===== src/rtl/gate_chain_sequencer_pkg.sv =====
// Shared types and constants for the gate-chain sequencer.
// Elements are signed Q2.16 fixed point.
package gate_chain_sequencer_pkg;

    localparam int W    = 19;
    localparam int FRAC = 16;

    localparam logic [W-1:0] FIX_ONE = 19'h10000;

    typedef logic signed [W-1:0] elem_t;
    typedef elem_t [1:0][1:0]    mtx2_t;

    // Packed order is [1][1], [1][0], [0][1], [0][0].
    localparam mtx2_t IDENT = {FIX_ONE, {W{1'b0}}, {W{1'b0}}, FIX_ONE};

    typedef enum logic [2:0] {
        S_IDLE,
        S_ACCEPT,
        S_ISSUE,
        S_WAIT,
        S_OUTPUT
    } state_e;

endpackage


===== src/rtl/gate_chain_sequencer.sv =====
// Composes a chain of 2x2 gates into acc = g_n * ... * g_1
// using an external multiplier on the mul_* ports.
module gate_chain_sequencer #(
    parameter int W       = 19,
    parameter int CNT_W   = 8,
    parameter int TIMEOUT = 8
) (
    input  logic                   clk,
    input  logic                   reset,
    input  logic                   start_i,
    input  logic                   gate_valid_i,
    output logic                   gate_ready_o,
    input  logic [1:0][1:0][W-1:0] gate_mtx_i,
    input  logic                   gate_last_i,
    output logic [1:0][1:0][W-1:0] mul_a_o,
    output logic [1:0][1:0][W-1:0] mul_b_o,
    output logic                   mul_ready_o,
    input  logic [1:0][1:0][W-1:0] mul_r_i,
    input  logic                   mul_completed_i,
    output logic                   res_valid_o,
    input  logic                   res_ready_i,
    output logic [1:0][1:0][W-1:0] res_mtx_o,
    output logic                   busy_o,
    output logic [CNT_W-1:0]       gate_count_o,
    output logic                   err_timeout_o
);

    import gate_chain_sequencer_pkg::*;

    localparam int TW = $clog2(TIMEOUT + 1);
    localparam logic [W-1:0] ONE_W = W'(FIX_ONE);
    localparam logic [1:0][1:0][W-1:0] ID_M =
        {ONE_W, {W{1'b0}}, {W{1'b0}}, ONE_W};

    state_e                 state_q, state_d;
    logic [1:0][1:0][W-1:0] acc_q, acc_d;
    logic [1:0][1:0][W-1:0] gate_q, gate_d;
    logic                   last_q, last_d;
    logic [CNT_W-1:0]       cnt_q, cnt_d;
    logic                   err_q, err_d;
    logic [TW-1:0]          tmo_q, tmo_d;

    always_ff @(posedge clk) begin
        if (reset) begin
            state_q <= S_IDLE;
            acc_q   <= ID_M;
            gate_q  <= '0;
            last_q  <= 1'b0;
            cnt_q   <= '0;
            err_q   <= 1'b0;
            tmo_q   <= '0;
        end else begin
            state_q <= state_d;
            acc_q   <= acc_d;
            gate_q  <= gate_d;
            last_q  <= last_d;
            cnt_q   <= cnt_d;
            err_q   <= err_d;
            tmo_q   <= tmo_d;
        end
    end

    always_comb begin
        state_d = state_q;
        acc_d   = acc_q;
        gate_d  = gate_q;
        last_d  = last_q;
        cnt_d   = cnt_q;
        err_d   = err_q;
        tmo_d   = tmo_q;
        // start overrides everything, dropping any in-flight product
        if (start_i) begin
            state_d = S_ACCEPT;
            acc_d   = ID_M;
            cnt_d   = '0;
            err_d   = 1'b0;
            tmo_d   = '0;
        end else begin
            unique case (state_q)
                S_IDLE: ;
                S_ACCEPT: begin
                    if (gate_valid_i) begin
                        gate_d  = gate_mtx_i;
                        last_d  = gate_last_i;
                        state_d = S_ISSUE;
                    end
                end
                S_ISSUE: begin
                    tmo_d   = '0;
                    state_d = S_WAIT;
                end
                S_WAIT: begin
                    if (mul_completed_i) begin
                        acc_d = mul_r_i;
                        if (cnt_q != '1) cnt_d = cnt_q + 1'b1;
                        state_d = last_q ? S_OUTPUT : S_ACCEPT;
                    end else if (tmo_q == TW'(TIMEOUT - 1)) begin
                        err_d   = 1'b1;
                        state_d = S_OUTPUT;
                    end else begin
                        tmo_d = tmo_q + 1'b1;
                    end
                end
                S_OUTPUT: begin
                    if (res_ready_i) state_d = S_IDLE;
                end
                default: state_d = S_IDLE;
            endcase
        end
    end

    assign gate_ready_o  = (state_q == S_ACCEPT);
    assign mul_ready_o   = (state_q == S_ISSUE);
    assign res_valid_o   = (state_q == S_OUTPUT);
    assign busy_o        = (state_q != S_IDLE);
    assign mul_a_o       = gate_q;
    assign mul_b_o       = acc_q;
    assign res_mtx_o     = acc_q;
    assign gate_count_o  = cnt_q;
    assign err_timeout_o = err_q;

endmodule


===== config.mk =====
export PLATFORM = sky130hd
export DESIGN_NAME = gate_chain_sequencer
export DESIGN_NICKNAME = d
export VERILOG_FILES = /design/src/rtl/gate_chain_sequencer_pkg.sv /design/src/rtl/gate_chain_sequencer.sv
export SDC_FILE = /design/constraint.sdc
export NUM_CORES = 1
export LEC_CHECK = 0
export CAP_MARGIN = 30
export CELL_PAD_IN_SITES_DETAIL_PLACEMENT = 1
export CELL_PAD_IN_SITES_GLOBAL_PLACEMENT = 1
export CORE_UTILIZATION = 25
export DETAILED_ROUTE_END_ITERATION = 10
export GPL_ROUTABILITY_DRIVEN = 0
export PLACE_DENSITY_LB_ADDON = 0.1
export SLEW_MARGIN = 20
export SYNTH_ARGS = -nofsm -noshare
export SYNTH_HDL_FRONTEND = slang
export SYNTH_SLANG_ARGS = --single-unit

===== constraint.sdc =====
create_clock -name clk -period 2.2 [get_ports clk]
set_clock_uncertainty 0.2 [all_clocks]
set_input_delay 0.44 -clock clk [delete_from_list [all_inputs] [get_ports clk]]
set_output_delay 0.44 -clock clk [all_outputs]
set_load 0.02 [all_outputs]

==> results of run 1 <==
==> area by class of cell <==
| type | instances | area (um2) | area share (%) |
|---|---|---|---|
| multi-input cells | 540 | 2450 | 22.0 |
| repair buffers | 428 | 4250 | 38.1 |
| well taps | 335 | 419 | 3.76 |
| clock buffers | 19 | 453 | 4.06 |
| flip-flops and latches | 169 | 3380 | 30.4 |
| inverters | 2 | 7.51 | 0.0674 |
| clock inverters | 12 | 188 | 1.68 |
==> through the flow <==
stage	utilization, %	area (um2)
2_1_floorplan	-	6610
3_3_place_gp	40.4	10500
3_5_place_dp	40.4	10500
4_1_cts	42.9	11100
5_1_grt	42.9	11100
6_report	42.9	11100
==> worst min-delay path, cell delays in order <==
cell     delay (ns)
buf_2          0.10
or2_4          0.13
or4_1          0.10
nand2_1        0.04
==> registers in the layout, indices dropped and copies added (netlist names) <==
| register | cells |
|---|---|
| err_timeout_o | 1 |
| gate_count_o | 8 |
| last_q | 1 |
| mul_a_o | 76 |
| mul_b_o | 76 |
| state_q | 3 |
| tmo_q | 4 |
==> layout by cell type (no fill, tap or decap), types with 3 or more instances in the layout <==
cell type / count
o211ai_1: 4
buf_12: 4
o21ai_0: 6
nand4_1: 3
dlygate4sd2_1: 8
or3_1: 3
nand2b_1: 6
dfxtp_1: 169
bufinv_16: 4
nor2_1: 12
nand3_1: 5
xor2_1: 4
clkdlybuf4s50_1: 388
a21oi_1: 157
buf_4: 26
inv_6: 3
nand2_1: 313
clkbuf_16: 17
clkinvlp_4: 4
==> power by group <==
part	internal [mW]	leakage, nW	total (mW)	switching (mW)
clock network	1.98	0.301	3.29	1.32
logic	0.374	2.15	0.630	0.255
registers	3.10	1.36	3.12	0.0214
total	5.45	3.81	7.04	1.59
==> routing by layer <==
| metal | up-vias | GRT usage [%] |
|---|---|---|
| met5 | - | 0 |
| met4 | 2 | 4.00 |
| met3 | 14 | 7.53 |
| met2 | 234 | 29.2 |
| met1 | 3104 | 19.5 |
| li1 | 3266 | - |
==> kinds of logic after synthesis <==
family	count (synthesis)	share of synthesized area (%)
and+or+nand+nor	360	22.1
DFF	169	51.2
AOI/OAI and AO/OA	173	13.5
muxes	1	0.151
adders and majority gates	2	0.378
xor gates and xnor gates	4	0.530
buffers and inverters	133	12.2
==> worst max path at each step <==
stage	slack, ns	cells past startpoint	from	endpoint
after floorplan	0.29	5	gate_count_o[0]	gate_count_o[6]
after global placement	-0.17	6	mul_completed_i	gate_count_o[1]
after detailed placement	-0.19	6	mul_completed_i	gate_count_o[1]
after CTS	0.01	1	gate_count_o[1]	gate_count_o[1]
after global routing	0.0001	3	state_q[2]	gate_ready_o
final	0.08	1	gate_count_o[2]	gate_count_o[2]
==> impl_metrics.tcl, run 1 <==
set metrics [dict create \
    r2r_start "state_q[1]" \
    routed_wl_mm 23.5 \
    synth_nets 1003 \
    viasPerCell 4.40 \
    cts_buffer_depth 2 \
    grt_pass1_vias 6426 \
    fin_cells 1505 \
    postCtsSetupBuffers 0 \
    status "finished, final reports clean" \
    rsz0062_at_grt "false" \
    cts-resized-gates 9 \
    min_to "gate_count_o[6]" \
    r2r_cells 6 \
    regToRegEndpoint "mul_a_o[68]" \
    critPathKind "flip-flop to output port" \
    required_ns 1.56 \
    dpl_worst_slack_ns -0.191 \
    fin_crit_sh_pct 96.4 \
    start_kind "flip-flop" \
    die-area_um2 27100 \
    post-synth-top-count-cell "nand2_1" \
    synth_cells 842 \
    p_per_area_nw_per_um2 632 \
    worstHoldStart "reset" \
    synth_edf_count 0 \
    cts_tree "yes" \
    nets 1319 \
    die_h_um 165 \
    clkTransAtPathRegs_ns 0.07 \
    synth_flop_cell "dfxtp_1" \
    dp.cells 1474 \
    wl_met2_mm 11.5 \
    highest_layer "met5" \
    r2r_slack_ns 0.29 \
    grt_antenna_before_repair 1 \
    end_kind "output port" \
    fin_tns_setup_ns 0 \
    postCtsHoldBufs 0 \
    max_freq_mhz 472 \
    syn_avg_cell_area_um2 7.85 \
    synthTopCellsByCount "nand2_1 (313), dfxtp_1 (169), a21oi_1 (157), buf_4 (77), clkbuf_1 (32)" \
    core_area_um2 26000 \
    layout_min_cycle_time_ns 2.12 \
    grt_first_pass_wirelength_mm 35.6 \
    grt_usage_pct 17.1 \
    finalPower_mw 7.04 \
    htree_levels 4 \
    cp_max_fo 4 \
    cts_num_sinks 169 \
    max_cap_viol_count 0 \
    timing.hold.ws_ns 0.251 \
    port_buffers 399 \
    drt_pass1_iterations 4 \
    num_rows 59 \
    yosys.area.top_type "dfxtp_1" \
    clk_latency_ns 0.42 \
    num_io_pins 400 \
    via_count 6620 \
    synthTopCellsByArea "dfxtp_1 (51%), nand2_1 (18%), a21oi_1 (12%), buf_4 (8.7%), clkbuf_1 (1.8%)" \
    fill_cells 3059 \
    start_util_pct 25.4 \
    drtIter0Drc 278 \
    min_delay_path_depth 4 \
    worstPathCellList "clkdlybuf4s50_1" \
    synth_top_area_share_pct 51.2 \
    total_leakage_power_nw 3.81 \
    slowest_stage "clkdlybuf4s50_1" \
    peakVddDrop_v 0.000396 \
    drive_gt1_share_pct 5.90 \
    worstMarginPinSlew_ns 0.596 \
    crit_path_max_incr_delay_ns 0.67 \
    synthDistinctLibCells 35 \
    root_buffer "clkbuf_16" \
    arrival_ns 1.48 \
    met3WireLength_mm 2.41 \
    grt_overflow_total 0 \
    grt_max_degree 54 \
    hp-class "input pin to flip-flop" \
    final_hold_viol_count 0 \
    crit_family "buffers and inverters" \
    synth-async-reset-ratio_pct 0 \
    critPathBufInv 1 \
    report.final.slew_viol_count 0 \
    place_hpwl_mm 17.3 \
    drc 0 \
    wl_met1_mm 9.45 \
    wl_per_cell_um 15.6 \
    synth.cell_area_um2 6610 \
    setup_viol 0 \
    die_x_um 165 \
    maxSlewHeadroom_pct 60.2 \
    num_antenna_cells 0 \
    synth_seq_cells 169 \
    synthToLayoutAreaGrowth_pct 68.5 \
    cts_made_buffers 17 \
    yosys_warnings 0 \
    setup_ws_ns 0.0801 \
    yosysSeqAreaShare_pct 51.2 \
    antenna_left 0 \
]
Note: power is estimated with default switching activity, not from simulation.
==> run 2: changes to the inputs <==
--- a/config.mk
+++ b/config.mk
@@ -8,9 +8,9 @@
 export CAP_MARGIN = 30
 export CELL_PAD_IN_SITES_DETAIL_PLACEMENT = 1
 export CELL_PAD_IN_SITES_GLOBAL_PLACEMENT = 1
+export CORE_ASPECT_RATIO = 0.75
 export CORE_UTILIZATION = 25
 export DETAILED_ROUTE_END_ITERATION = 10
-export GPL_ROUTABILITY_DRIVEN = 0
 export PLACE_DENSITY_LB_ADDON = 0.1
 export SLEW_MARGIN = 20
 export SYNTH_ARGS = -nofsm -noshare
==> impl_metrics.tcl, run 2 (synthesis results as in run 1) <==
set metrics [dict create \
    layout_min_cycle_time_ns 2.11 \
    maxSlewHeadroom_pct 68.9 \
    fin_cells 1513 \
    r2r_slack_ns 0.30 \
    status "finished, final reports clean" \
    gp_congestion 0.720 \
    cts_num_sinks 169 \
    setup_viol 0 \
    required_ns 1.56 \
    drc 0 \
    root_buffer "clkbuf_16" \
    cts_made_buffers 17 \
    finalPower_mw 7.03 \
    clkTransAtPathRegs_ns 0.07 \
    most-common-layout-cells "clkdlybuf4s50_1 (387), nand2_1 (313), dfxtp_1 (168), a21oi_1 (157), buf_4 (18)" \
    slowest_stage "clkdlybuf4s50_1" \
    num_rows 51 \
    fin_crit_sh_pct 96.1 \
    multi_input_area_um2 2450 \
    port_buffers 399 \
    cts_tree "yes" \
    drt_pass1_iterations 4 \
    min_to "mul_a_o[25]" \
    dpl_worst_slack_ns -0.0520 \
    hp-class "flip-flop to flip-flop" \
    critPathBufInv 1 \
    viasPerCell 4.36 \
    drtIter0Drc 223 \
    arrival_ns 1.47 \
    grt_first_pass_wirelength_mm 37.0 \
    max_cap_viol_count 0 \
    drive_gt1_share_pct 5.82 \
    routed_wl_mm 24.2 \
    ff_latch_area_um2 3380 \
    die_x_um 190 \
    total_leakage_power_nw 3.83 \
    wl_per_cell_um 16.0 \
    dp.cells 1481 \
    start_util_pct 25.5 \
    critPathKind "flip-flop to output port" \
    setup_ws_ns 0.0868 \
    p_per_area_nw_per_um2 628 \
    htree_levels 4 \
    report.final.slew_viol_count 0 \
    clk_latency_ns 0.42 \
    crit_family "buffers and inverters" \
    antenna_left 0 \
    final_hold_viol_count 0 \
    regToRegEndpoint "mul_a_o[48]" \
    grt_pass1_vias 6530 \
    layout_commonest_cell "clkdlybuf4s50_1" \
    peakVddDrop_v 0.000524 \
    fill_cells 3051 \
    start_kind "flip-flop" \
    nets 1317 \
    min_delay_path_depth 2 \
    cts_buffer_depth 2 \
    core_area_um2 26000 \
    synthToLayoutAreaGrowth_pct 69.3 \
    via_count 6601 \
    worstHoldStart "mul_a_o[25]" \
    grt_overflow_total 0 \
    rsz0062_at_grt "false" \
    grt_usage_pct 17.6 \
    worstMarginPinSlew_ns 0.467 \
    r2r_cells 6 \
    postCtsSetupBuffers 0 \
    place_hpwl_mm 17.5 \
    worstPathCellList "clkdlybuf4s50_1" \
    grt_antenna_before_repair 0 \
    crit_path_max_incr_delay_ns 0.66 \
    num_io_pins 400 \
    cp_max_fo 3 \
    r2r_start "state_q[1]" \
    die-area_um2 27100 \
    max_freq_mhz 473 \
    postCtsHoldBufs 0 \
    final_core_util_pct 43.1 \
    grt_max_degree 81 \
    end_kind "output port" \
    die_h_um 143 \
]
## run 2: cell count changes in the layout (fill, tap and decap cells not counted), moves of 2 or more
| cell | change |
|---|---|
| dlygate4sd2_1 | -3 |
| buf_4 | -8 |
| inv_6 | -2 |
| clkbuf_1 | +2 |
| buf_12 | +5 |
## run 2: timing repair
action                     in CTS  in global routing
setup endpoints to repair       9                  5
resized for setup              18                  5
hold endpoints to repair        0                  0
## run 2: through the flow
stage / TNS [ns] / hold slack, ns / cell area [um2]
final: 0 / 0.254 / 11200
after global routing: 0 / 0.276 / 11200
after detailed placement: -0.946 / 0.249 / 10600
after global placement: -0.0470 / 0.240 / 10600
after CTS: 0 / 0.251 / 11200
after floorplan: 0 / 0.231 / 6610
## run 2: power by group
group	internal [mW]	switching, mW
sequential	3.10	0.0234
clock	1.96	1.30
combinational	0.382	0.257
## run 2: final cells by class
| cell class | count | area share (%) |
|---|---|---|
| Multi-Input combinational cell | 540 | 21.9 |
| Sequential cell | 169 | 30.2 |
| Clock buffer | 21 | 4.11 |
| Tap cell | 344 | 3.85 |
| Inverter | 2 | 0.0671 |
| Timing Repair Buffer | 426 | 38.4 |
| Antenna cell | 1 | 0.0224 |
| Clock inverter | 10 | 1.50 |
## run 2: worst max-delay path by stage
stage / start / end / slack [ns] / cells after the start
2_1_floorplan: gate_count_o[0] / gate_count_o[6] / 0.29 / 5
3_3_place_gp: mul_completed_i / gate_count_o[6] / -0.05 / 5
3_5_place_dp: mul_completed_i / gate_count_o[6] / -0.05 / 5
4_1_cts: state_q[2] / gate_ready_o / 0.008 / 3
5_1_grt: state_q[1] / mul_ready_o / 0.01 / 3
6_report: mul_b_o[5] / res_mtx_o[5] / 0.09 / 1
## run 2: per-layer routing
layer / wire (um) / part of all wire, % / vias to the layer above / GRT usage [%]
li1: - / - / 3270 / -
met1: 9680 / 40 / 3077 / 20.0
met2: 11700 / 48 / 229 / 29.4
met3: 2400 / 9.9 / 25 / 8.18
met4: 382 / 1.6 / 0 / 5.35
met5: 0 / 0 / - / 0
